[config.mk]
export PLATFORM = sky130hd
export DESIGN_NAME = mem_access_unit
export DESIGN_NICKNAME = d
export VERILOG_FILES = /design/src/rtl/mem_access_unit_pkg.sv /design/src/rtl/mem_ptr_mux.sv /design/src/rtl/mem_access_unit.sv
export SDC_FILE = /design/constraint.sdc
export NUM_CORES = 1
export LEC_CHECK = 0
export ABC_AREA = 0
export CAP_MARGIN = 15
export CORE_MARGIN = 4
export CORE_UTILIZATION = 40
export CTS_CLUSTER_SIZE = 40
export DETAILED_ROUTE_END_ITERATION = 7
export GPL_TIMING_DRIVEN = 0
export PLACE_DENSITY_LB_ADDON = 0.3
export SLEW_MARGIN = 20
export SYNTH_ARGS = -nofsm -noshare
export SYNTH_HDL_FRONTEND = slang
export SYNTH_SLANG_ARGS = --single-unit
[constraint.sdc]
create_clock -name clk -period 3.3 [get_ports clk]
set_input_delay 0.33 -clock clk [delete_from_list [all_inputs] [get_ports clk]]
set_output_delay 0.33 -clock clk [all_outputs]
set_load 0.1 [all_outputs]
[src/rtl/mem_access_unit_pkg.sv]
// mem_access_unit_pkg: encodings shared between the control unit and the memory access unit
package mem_access_unit_pkg;

  typedef enum logic [1:0] {
    MEM_IDLE  = 2'd0,
    MEM_READ  = 2'd1,
    MEM_WRITE = 2'd2
  } mem_ctrl_e;

  typedef enum logic [1:0] {
    P_GSP = 2'd0,
    P_RP  = 2'd1,
    P_CP  = 2'd2,
    P_STP = 2'd3
  } p_ctrl_e;

  typedef enum logic [1:0] {
    ST_IDLE     = 2'd0,
    ST_RD_ISSUE = 2'd1,
    ST_RD_WAIT  = 2'd2,
    ST_WR       = 2'd3
  } state_e;

  localparam int RD_LAT_MAX = 3;

endpackage

[src/rtl/mem_ptr_mux.sv]
// mem_ptr_mux: combinational 4:1 select of the pointer register that addresses the RAM
module mem_ptr_mux
  import mem_access_unit_pkg::*;
#(
  parameter int ADDR_W = 16
) (
  input  logic [1:0]        i_p_ctrl,
  input  logic [ADDR_W-1:0] i_gsp,
  input  logic [ADDR_W-1:0] i_rp,
  input  logic [ADDR_W-1:0] i_cp,
  input  logic [ADDR_W-1:0] i_stp,
  output logic [ADDR_W-1:0] o_sel_addr
);

  assign o_sel_addr = (i_p_ctrl == P_GSP) ? i_gsp :
                      (i_p_ctrl == P_RP)  ? i_rp  :
                      (i_p_ctrl == P_CP)  ? i_cp  : i_stp;

endmodule

[src/rtl/mem_access_unit.sv]
// mem_access_unit: responder to the control unit's memory requests; drives the synchronous RAM
// and returns read data on a held mem_out register. Optional bound check: MEM_BOUND_CHECK_EN.
module mem_access_unit
  import mem_access_unit_pkg::*;
#(
  parameter int DATA_W    = 16,
  parameter int ADDR_W    = 16,
  parameter int RD_LAT    = 1,
  parameter int MEM_DEPTH = 65536
) (
  input  logic              clk,
  input  logic              rst_n,
  input  logic [1:0]        i_mem_ctrl,
  input  logic [1:0]        i_p_ctrl,
  input  logic [ADDR_W-1:0] i_gsp,
  input  logic [ADDR_W-1:0] i_rp,
  input  logic [ADDR_W-1:0] i_cp,
  input  logic [ADDR_W-1:0] i_stp,
  input  logic [DATA_W-1:0] i_bus_in,
  output logic [ADDR_W-1:0] o_ram_addr,
  output logic              o_ram_re,
  output logic              o_ram_we,
  output logic [DATA_W-1:0] o_ram_wdata,
  input  logic [DATA_W-1:0] i_ram_rdata,
  output logic [DATA_W-1:0] o_mem_out,
  output logic              o_mem_valid,
  output logic              o_busy,
  output logic              o_ovr,
  output logic              o_addr_err
);

  if (RD_LAT < 1 || RD_LAT > RD_LAT_MAX || MEM_DEPTH < 1) begin : g_bad_param
    $error("mem_access_unit: RD_LAT must be 1..3 and MEM_DEPTH positive");
  end

  logic [ADDR_W-1:0] w_sel_addr;
  logic              w_rd;
  logic              w_wr;
  logic              w_rd_done;
  logic              w_done;
  logic              w_accept;
  logic              w_oob;

  state_e            r_state;
  logic [1:0]        r_cnt;
  logic              r_rd_oob;
  logic [ADDR_W-1:0] r_ram_addr;
  logic              r_ram_re;
  logic              r_ram_we;
  logic [DATA_W-1:0] r_ram_wdata;
  logic [DATA_W-1:0] r_mem_out;
  logic              r_mem_valid;
  logic              r_busy;
  logic              r_ovr;
  logic              r_addr_err;

  mem_ptr_mux #(.ADDR_W(ADDR_W)) u_ptr_mux (
    .i_p_ctrl   (i_p_ctrl),
    .i_gsp      (i_gsp),
    .i_rp       (i_rp),
    .i_cp       (i_cp),
    .i_stp      (i_stp),
    .o_sel_addr (w_sel_addr)
  );

  assign w_rd      = i_mem_ctrl == MEM_READ;
  assign w_wr      = i_mem_ctrl == MEM_WRITE;
  assign w_rd_done = (r_state == ST_RD_WAIT) && (r_cnt == 2'd0);
  assign w_done    = w_rd_done || (r_state == ST_WR);
  // A request landing on the completion edge is taken, so accesses run back to back
  assign w_accept  = (r_state == ST_IDLE) || w_done;

`ifdef MEM_BOUND_CHECK_EN
  assign w_oob = {1'b0, w_sel_addr} >= (ADDR_W+1)'(MEM_DEPTH);
`else
  assign w_oob = 1'b0;
`endif

  // Access sequencer: accepts requests, strobes the RAM and captures read data
  always_ff @(posedge clk or negedge rst_n) begin
    if (!rst_n) begin
      r_state     <= ST_IDLE;
      r_cnt       <= 2'd0;
      r_rd_oob    <= 1'b0;
      r_ram_addr  <= '0;
      r_ram_re    <= 1'b0;
      r_ram_we    <= 1'b0;
      r_ram_wdata <= '0;
      r_mem_out   <= '0;
      r_mem_valid <= 1'b0;
      r_busy      <= 1'b0;
      r_ovr       <= 1'b0;
      r_addr_err  <= 1'b0;
    end else begin
      r_ram_re    <= 1'b0;
      r_ram_we    <= 1'b0;
      r_mem_valid <= 1'b0;
      if (r_state == ST_RD_ISSUE) r_state <= ST_RD_WAIT;
      if (r_state == ST_RD_WAIT && r_cnt != 2'd0) r_cnt <= r_cnt - 2'd1;
      if (w_rd_done) begin
        r_mem_out   <= r_rd_oob ? '0 : i_ram_rdata;
        r_mem_valid <= 1'b1;
      end
      if (w_accept) begin
        r_state <= ST_IDLE;
        r_busy  <= 1'b0;
        if (w_rd || w_wr) begin
          r_ram_addr <= w_sel_addr;
          r_busy     <= 1'b1;
          r_rd_oob   <= w_oob;
          if (w_oob) r_addr_err <= 1'b1;
          if (w_rd) begin
            r_ram_re <= !w_oob;
            r_cnt    <= 2'(RD_LAT - 1);
            r_state  <= ST_RD_ISSUE;
          end else begin
            r_ram_wdata <= i_bus_in;
            r_ram_we    <= !w_oob;
            r_state     <= ST_WR;
          end
        end
      end else if (w_rd || w_wr) begin
        r_ovr <= 1'b1;
      end
    end
  end

  assign o_ram_addr  = r_ram_addr;
  assign o_ram_re    = r_ram_re;
  assign o_ram_we    = r_ram_we;
  assign o_ram_wdata = r_ram_wdata;
  assign o_mem_out   = r_mem_out;
  assign o_mem_valid = r_mem_valid;
  assign o_busy      = r_busy;
  assign o_ovr       = r_ovr;
  assign o_addr_err  = r_addr_err;

endmodule
Yosys cells after proc, flatten, opt, wreduce, memory -nomap -nowiden
Index checks and enable logic that the tools add are counted.
- output and inout port bits: 54
- flip-flop bits (word level): 57
- equal/unequal tests: 7
- mux-type cells: 19
- reductions and logical operators: 13
- bitwise operators: 2
- add/subtract/negate cells: 1
- operator list (kind ; count):
    16-bit two-way mux ; 3
    2-bit two-way mux ; 8
    2-bit == test (second input constant) ; 4
    1-bit two-way mux ; 8
    2-bit by 1-bit == test with 1-bit output (second input constant) ; 3
    2-bit logical NOT ; 3
    2-bit AND reduction ; 2
    2-bit nonzero test ; 2
    1-bit logical OR ; 3
    3-bit AND reduction ; 1
    1-bit logical AND ; 2
    1-bit inverter ; 2
    2-bit by 1-bit subtractor with 2-bit output (second input constant) ; 1

Logic depth before layout (Yosys ltp)
Gate-level depths: netlist of the first run.
- word-level depth: 6
- mapped depth: 7
- mapped depth without buffers: 5

Cells and area by module
A second synthesis of the first run with hierarchy kept.
- cells, all modules: 155
- area total of the unflattened synthesis: 2645.0 µm²
- modules (own cells, without submodules) (module ; times used ; seq. area each (µm²) ; cells each ; area each (µm²)):
    mem_access_unit ; 1 ; 1426.4 ; 135 ; 2220.9
    mem_ptr_mux ; 1 ; 0.0 ; 20 ; 424.2

Least setup slack after synthesis of the first run
OpenSTA, ideal clock, no wires.
- kind: input -> register
- from: input i_mem_ctrl[0]
- to: register r_ram_wdata[10] (netlist: o_ram_wdata[10])
- setup slack: 1.382 ns
- required time: 3.175 ns
- path buffers: 2
- arrival: 1.793 ns
- stages on the path: 6
- path through: inv_1 -> ha_1 -> or4_1 -> buf_2 -> buf_6 -> mux2_4
- longest elaborated chain between the ends: 3
- elaborated cells between the ends (all ways): 5
- those cells by class: eq/ne (2); bitwise (1); reduce/logical (2)
- ends and longest elaborated chain (what ; RTL line ; source):
    from (decl) ; mem_access_unit.sv:13 ; input logic [1:0] i_mem_ctrl,
    2-bit by 1-bit == test with 1-bit output or 2-bit == test (tied branches) ; mem_access_unit.sv:66, mem_access_unit.sv:67 ;
    1-bit logical OR or 1-bit inverter (tied branches) ; - ;
    3-bit AND reduction (no source line) (*) ; - ;
    to (signal assigned) ; mem_access_unit.sv:117 ; r_ram_wdata <= i_bus_in;
    to (decl) ; mem_access_unit.sv:50 ; logic [DATA_W-1:0] r_ram_wdata;
Every way passes the cells marked *; elsewhere a longest branch is shown, timed or not.
A chain may end at the register's enable or synchronous reset.

Worst setup path in the final report of the first run
- from: input i_mem_ctrl[0]
- to: register r_ram_wdata[9] (netlist: o_ram_wdata[9])
The elaborated chain is that of the path after synthesis.

==> results of run 1 <==
through the flow:
| stage | hold WS, ps | utilization | cells | worst slack (ps) |
|---|---|---|---|---|
| final | 60.1 | 0.695 | 400 | 1110 |
| after global routing | 109 | 0.695 | 400 | 1040 |
| after CTS | 66.4 | 0.695 | 400 | 1090 |
| after detailed placement | 430 | 0.667 | 384 | 772 |
| after global placement | 474 | 0.668 | 384 | 153 |
| after floorplan | 34.4 | - | 155 | 1380 |
cell type report:
cell class / instances / area, µm² / area share
Timing Repair Buffer: 152 / 1520 / 0.346
Sequential cell: 57 / 1430 / 0.325
Multi-Input combinational cell: 84 / 1100 / 0.251
Clock buffer: 13 / 159 / 0.0362
Tap cell: 77 / 96.3 / 0.0220
Buffer: 9 / 50.0 / 0.0114
Inverter: 5 / 18.8 / 0.00428
Clock inverter: 3 / 15.0 / 0.00342
worst paths after layout:
check	from	cells past startpoint	slack [ps]	to
min reg2reg	o_ram_wdata[1]	1	490	o_ram_wdata[1]
max	i_mem_ctrl[0]	7	1110	o_ram_wdata[9]
min in group clk	o_ram_wdata[1]	1	490	o_ram_wdata[1]
min	rst_n	1	60	o_ram_wdata[6]
max reg2reg	r_cnt[0]	7	1260	o_ram_wdata[9]
max in group asynchronous	rst_n	1	2790	o_ram_addr[5]
per-layer routing:
metal,share of wire,vias up,track usage
met5,0,-,0
met4,0.0088,0,0.0577
met3,0.12,6,0.0819
met2,0.50,112,0.289
met1,0.36,952,0.184
li1,-,890,-
worst max-delay path, cell delays in order:
cell             delay (ps)
clkdlybuf4s50_1         490
inv_1                    50
ha_1                    350
or4_1                   500
buf_2                   190
buf_6                   170
mux2_4                  300
kinds of logic (layout without fill, tap and decap cells):
group,Yosys count,after routing,synth area share
adders and majority gates,3,3,0.0144
and+or+nand+nor,11,11,0.0342
buffers and inverters,14,182,0.0265
AOI/OAI and AO/OA,4,4,0.0101
muxes,64,64,0.361
DFF,57,57,0.549
other,1,1,0.00144
xor gates and xnor gates,1,1,0.00337
cells in the final DEF, fill, tap and decap left out, types with 2 or more instances in the layout:
cell type / count
clkbuf_8: 11
buf_2: 4
buf_4: 2
mux2_2: 32
mux2_1: 6
dfrtp_1: 57
mux4_2: 16
inv_1: 5
ha_1: 3
clkinv_2: 3
nor2_1: 2
and2_1: 2
mux2_4: 10
clkbuf_1: 5
clkdlybuf4s50_1: 151
sequential cells by signal (all words and copies together), names as in the netlist:
register,cells
o_busy,1
o_ovr,1
o_ram_we,1
o_ram_re,1
o_ram_wdata,16
o_mem_out,16
o_ram_addr,16
r_cnt,2
r_state,2
o_mem_valid,1
==> flow_metrics.py, run 1 <==
metrics = {
    "yosys": {
        "syn_area_mm2": 0.00260,
        "cell_with_the_most_instances_after_synthesis": "dfrtp_1",
        "synth-warning-count": 0,
        "synth_top_area_frac": 0.549,
        "async_reset_ff_frac": 1.00,
        "synth_top_cells_by_count": "dfrtp_1, mux2_2, mux4_2, mux2_4, mux2_1",
        "count_of_cell_types_in_the_netlist": 26,
        "syn_inst": 155,
        "synthDominantAreaCellType": "dfrtp_1",
        "synth_seq_cells": 57,
        "synth_fp_nets": 260,
        "synth-edff-count": 0,
        "synth.top_cells.by_area": "dfrtp_1, mux2_2, mux4_2",
        "ys_dominant_reg_cell": "dfrtp_1",
        "postSynthAreaPerCell_um2": 16.8,
        "portion_of_the_post_synthesis_area_used_by_sequential_elements": 0.549,
    },
    "timing": {
        "unrepaired_setup_endpoints_after_global_routing": "false",
        "worst_pin_slew_ps": 1040,
        "final-setup-viol-count": 0,
        "final-hold-violation-count": 0,
        "final_max_slew_viol_count": 0,
        "period_minus_slack_ps": 2190,
        "clock.fmax_mhz": 457,
        "max-slew-margin-rel": 0.305,
        "timing.final.crit_share": 0.663,
        "finalClockSkew_ps": 7.31,
        "timing.setup.tns_ps": 0,
    },
    "clock_network": {
        "clock-root-buffer": "clkbuf_8",
        "clock_insertion_delay_worst_skew_ps": 320,
        "cts.sink_count": 57,
        "clk_pin_slew_ps": 60,
        "cts.path.max_buffers": 2,
        "post_cts.resized_instances": 0,
        "hold_buffers": 0,
        "cts_tree": "done",
        "cts.htree.levels": 3,
        "cts-buffers-inserted": 9,
        "post_cts_buffers": 0,
    },
    "finish": {
        "growth_of_design_area_from_synthesis_to_finish_pct": 68.8,
        "nNetsFinal": 423,
        "cell_area_after_layout_mm2": 0.00439,
        "drive_above_1_share": 0.251,
        "fillCellCount": 482,
        "antenna_diode_count": 0,
    },
    "job": {
        "max_cap_viol_count": 0,
    },
    "route": {
        "via_per_inst": 4.90,
        "wl_mm": 6.47,
        "detail-route-antenna-nets": 0,
        "post-route-drc-count": 0,
        "number_of_drc_violations_after_detailed_routing_iteration_0": 29,
        "route.vias.total": 1960,
        "wl_per_cell_um": 16.2,
        "drt-pass1-iter-count": 3,
    },
    "floorplanning": {
        "std_cell_rows": 29,
        "die_x_um": 88.6,
        "die_area_mm2": 0.00785,
        "die-height_um": 88.6,
        "core_region_area_mm2": 0.00631,
        "starting_utilization_of_the_core_area": 0.412,
        "num_io_pins": 156,
    },
    "critical_path": {
        "setup.worst_path.start_class": "input port",
        "path_max_fanout": 10,
        "setup.worst_path.class": "in -> reg",
        "worst-endpoint-required_ps": 3500,
        "worstPathArrival_ps": 2390,
        "worst_setup_path_end_kind": "flip-flop",
    },
    "global_route": {
        "grt_usage": 0.169,
        "grt_antenna_before_repair": 0,
        "globalRouteOverflowTotal": 0,
        "largest_net_degree_at_the_start_of_global_routing": 58,
        "grt_first_pass_wirelength_mm": 9.92,
        "grt_pass1_vias": 2084,
    },
    "worst_hold_path": {
        "hp-class": "in -> async",
    },
    "placed_design": {
        "gp_routability_congestion": 0.744,
        "place.detailed.hpwl_mm": 5.31,
        "port_buffers": 152,
        "dpl-instance-area_mm2": 0.00421,
    },
    "outcome": {
        "run_status": "completed",
    },
}
Power of run 1 is not shown: default switching activity piles up to over one toggle a cycle in this logic, so the estimate is an artifact.
==> run 2, diff against run 1 <==
--- a/config.mk
+++ b/config.mk
@@ -8,7 +8,7 @@
 export ABC_AREA = 0
 export CAP_MARGIN = 15
 export CORE_MARGIN = 4
-export CORE_UTILIZATION = 40
+export CORE_UTILIZATION = 37
 export CTS_CLUSTER_SIZE = 40
 export DETAILED_ROUTE_END_ITERATION = 7
 export GPL_TIMING_DRIVEN = 0
==> constraint.sdc (replaced) <==
create_clock -name clk -period 2.3 [get_ports clk]
set_input_delay 0.23 -clock clk [delete_from_list [all_inputs] [get_ports clk]]
set_output_delay 0.23 -clock clk [all_outputs]
set_load 0.1 [all_outputs]
==> flow_metrics.py, run 2 (synthesized netlist as in run 1, its figures left out) <==
metrics = {
    "outcome": {
        "run_status": "completed",
    },
    "placed_design": {
        "port_buffers": 152,
        "gp_routability_congestion": 0.735,
        "place.detailed.hpwl_mm": 5.21,
    },
    "job": {
        "max_cap_viol_count": 0,
    },
    "clock_network": {
        "cts.path.max_buffers": 2,
        "cts.htree.levels": 3,
        "cts_tree": "done",
        "post_cts_buffers": 0,
        "clock-root-buffer": "clkbuf_8",
        "clk_pin_slew_ps": 60,
        "clock_insertion_delay_worst_skew_ps": 320,
        "hold_buffers": 1,
        "post_cts.resized_instances": 0,
        "cts-buffers-inserted": 9,
        "cts.sink_count": 57,
    },
    "timing": {
        "final_max_slew_viol_count": 0,
        "period_minus_slack_ps": 2100,
        "finalClockSkew_ps": 7.10,
        "timing.final.crit_share": 0.913,
        "holdWs_ps": 477,
        "final-hold-violation-count": 0,
        "final-setup-viol-count": 0,
        "clock.fmax_mhz": 476,
        "unrepaired_setup_endpoints_after_global_routing": "false",
        "worst_pin_slew_ps": 1010,
        "max-slew-margin-rel": 0.328,
    },
    "floorplanning": {
        "std_cell_rows": 30,
        "die-height_um": 91.8,
        "die_x_um": 91.8,
        "die_area_mm2": 0.00843,
        "core_region_area_mm2": 0.00679,
        "starting_utilization_of_the_core_area": 0.383,
        "num_io_pins": 156,
    },
    "finish": {
        "drive_above_1_share": 0.254,
        "growth_of_design_area_from_synthesis_to_finish_pct": 70.9,
        "nNetsFinal": 424,
        "layout_commonest_cell": "clkdlybuf4s50_1",
        "layout.cells.most_common_list": "clkdlybuf4s50_1, dfrtp_1, mux2_2",
        "antenna_diode_count": 0,
    },
    "route": {
        "post-route-drc-count": 0,
        "drt-pass1-iter-count": 4,
        "number_of_drc_violations_after_detailed_routing_iteration_0": 33,
        "wl_per_cell_um": 15.2,
        "detail-route-antenna-nets": 0,
        "via_per_inst": 4.66,
        "wl_mm": 6.38,
        "route.vias.total": 1953,
    },
    "worst_hold_path": {
        "hp-class": "reg -> reg",
    },
    "critical_path": {
        "worst-endpoint-required_ps": 2500,
        "setup.worst_path.start_class": "input port",
        "worst_setup_path_end_kind": "flip-flop",
        "setup.worst_path.class": "in -> reg",
        "path_max_fanout": 10,
        "worstPathArrival_ps": 2300,
    },
    "global_route": {
        "grt_usage": 0.158,
        "grt_pass1_vias": 2149,
        "largest_net_degree_at_the_start_of_global_routing": 58,
        "grt_first_pass_wirelength_mm": 10.3,
        "globalRouteOverflowTotal": 0,
        "grt_antenna_before_repair": 0,
    },
}
-- run 2: cell types whose count changed in the layout (fill, tap and decap cells not counted) --
| cell | change |
|---|---|
| clkbuf_1 | -2 |
| bufinv_16 | +1 |
| clkbuf_8 | -1 |
| clkinv_2 | -1 |
| clkinv_4 | +1 |
| clkinvlp_4 | +1 |
| dlygate4sd3_1 | +1 |
-- run 2: critical path, stage by stage --
cell,delay (ps)
clkdlybuf4s50_1,480
inv_1,50
ha_1,340
or4_1,530
buf_2,200
buf_6,180
mux2_4,300
-- run 2: area by class of cell --
type,instances,area (µm²)
timing repair buffer,153,1530
clock inverter,5,56.3
tap,96,120
inverter,5,18.8
fill,543,2350
multi-input combinational,84,1100
sequential,57,1430
buffer,9,50.0
clock buffer,10,138
-- run 2: through the flow --
step,util,setup slack (ps),cells,setup TNS (ps),cell area (µm²)
floorplan,-,412,155,0,2600
global placement,0.624,-737,403,-44500,4240
CTS,0.654,193,419,0,4440
finish,0.654,201,419,0,4440
global route,0.654,105,419,0,4440
detailed placement,0.624,-157,403,-2460,4240
-- run 2: worst paths after layout --
kind                       slack (ps)             end  cells past startpoint           from
hold reg to reg                   480           o_ovr                      1          o_ovr
max in group asynchronous        1340  o_ram_addr[13]                      2          rst_n
min in group asynchronous         490    o_mem_out[7]                      2          rst_n
hold / removal                    480           o_ovr                      1          o_ovr
setup / recovery                  200  o_ram_wdata[7]                      7  i_mem_ctrl[0]
setup reg to reg                  250  o_ram_wdata[7]                      7       r_cnt[0]
-- run 2: routing by layer --
layer | global-route usage | vias to the layer above | share of wire
met4 | 0.0668 | 0 | 0.014
met3 | 0.0664 | 8 | 0.11
met5 | 0 | - | 0
met1 | 0.177 | 941 | 0.39
met2 | 0.264 | 108 | 0.49
li1 | - | 896 | -
Power of run 2 is left out for the same reason.
==> run 3, diff against run 2 <==
--- a/config.mk
+++ b/config.mk
@@ -8,11 +8,12 @@
 export ABC_AREA = 0
 export CAP_MARGIN = 15
 export CORE_MARGIN = 4
-export CORE_UTILIZATION = 37
+export CORE_UTILIZATION = 40
 export CTS_CLUSTER_SIZE = 40
 export DETAILED_ROUTE_END_ITERATION = 7
 export GPL_TIMING_DRIVEN = 0
 export PLACE_DENSITY_LB_ADDON = 0.3
+export SKIP_CTS_REPAIR_TIMING = 1
 export SLEW_MARGIN = 20
 export SYNTH_ARGS = -nofsm -noshare
 export SYNTH_HDL_FRONTEND = slang
==> constraint.sdc (replaced) <==
create_clock -name clk -period 2.5 [get_ports clk]
set_input_delay 0.25 -clock clk [delete_from_list [all_inputs] [get_ports clk]]
set_output_delay 0.25 -clock clk [all_outputs]
set_load 0.1 [all_outputs]
==> results of run 3 <==
The final DEF is identical to that of run 1. Status: finished, violations left: negative hold slack.
Among the figures that moved: setup slack after placement 772 ps -> 51.7 ps; setup slack after layout 1110 ps -> 393 ps; hold slack 60.1 ps -> -19.9 ps; number of hold violations in the final report 0 -> 57; register-to-register setup slack 1260 ps -> 460 ps
Power of run 3 is left out for the same reason.
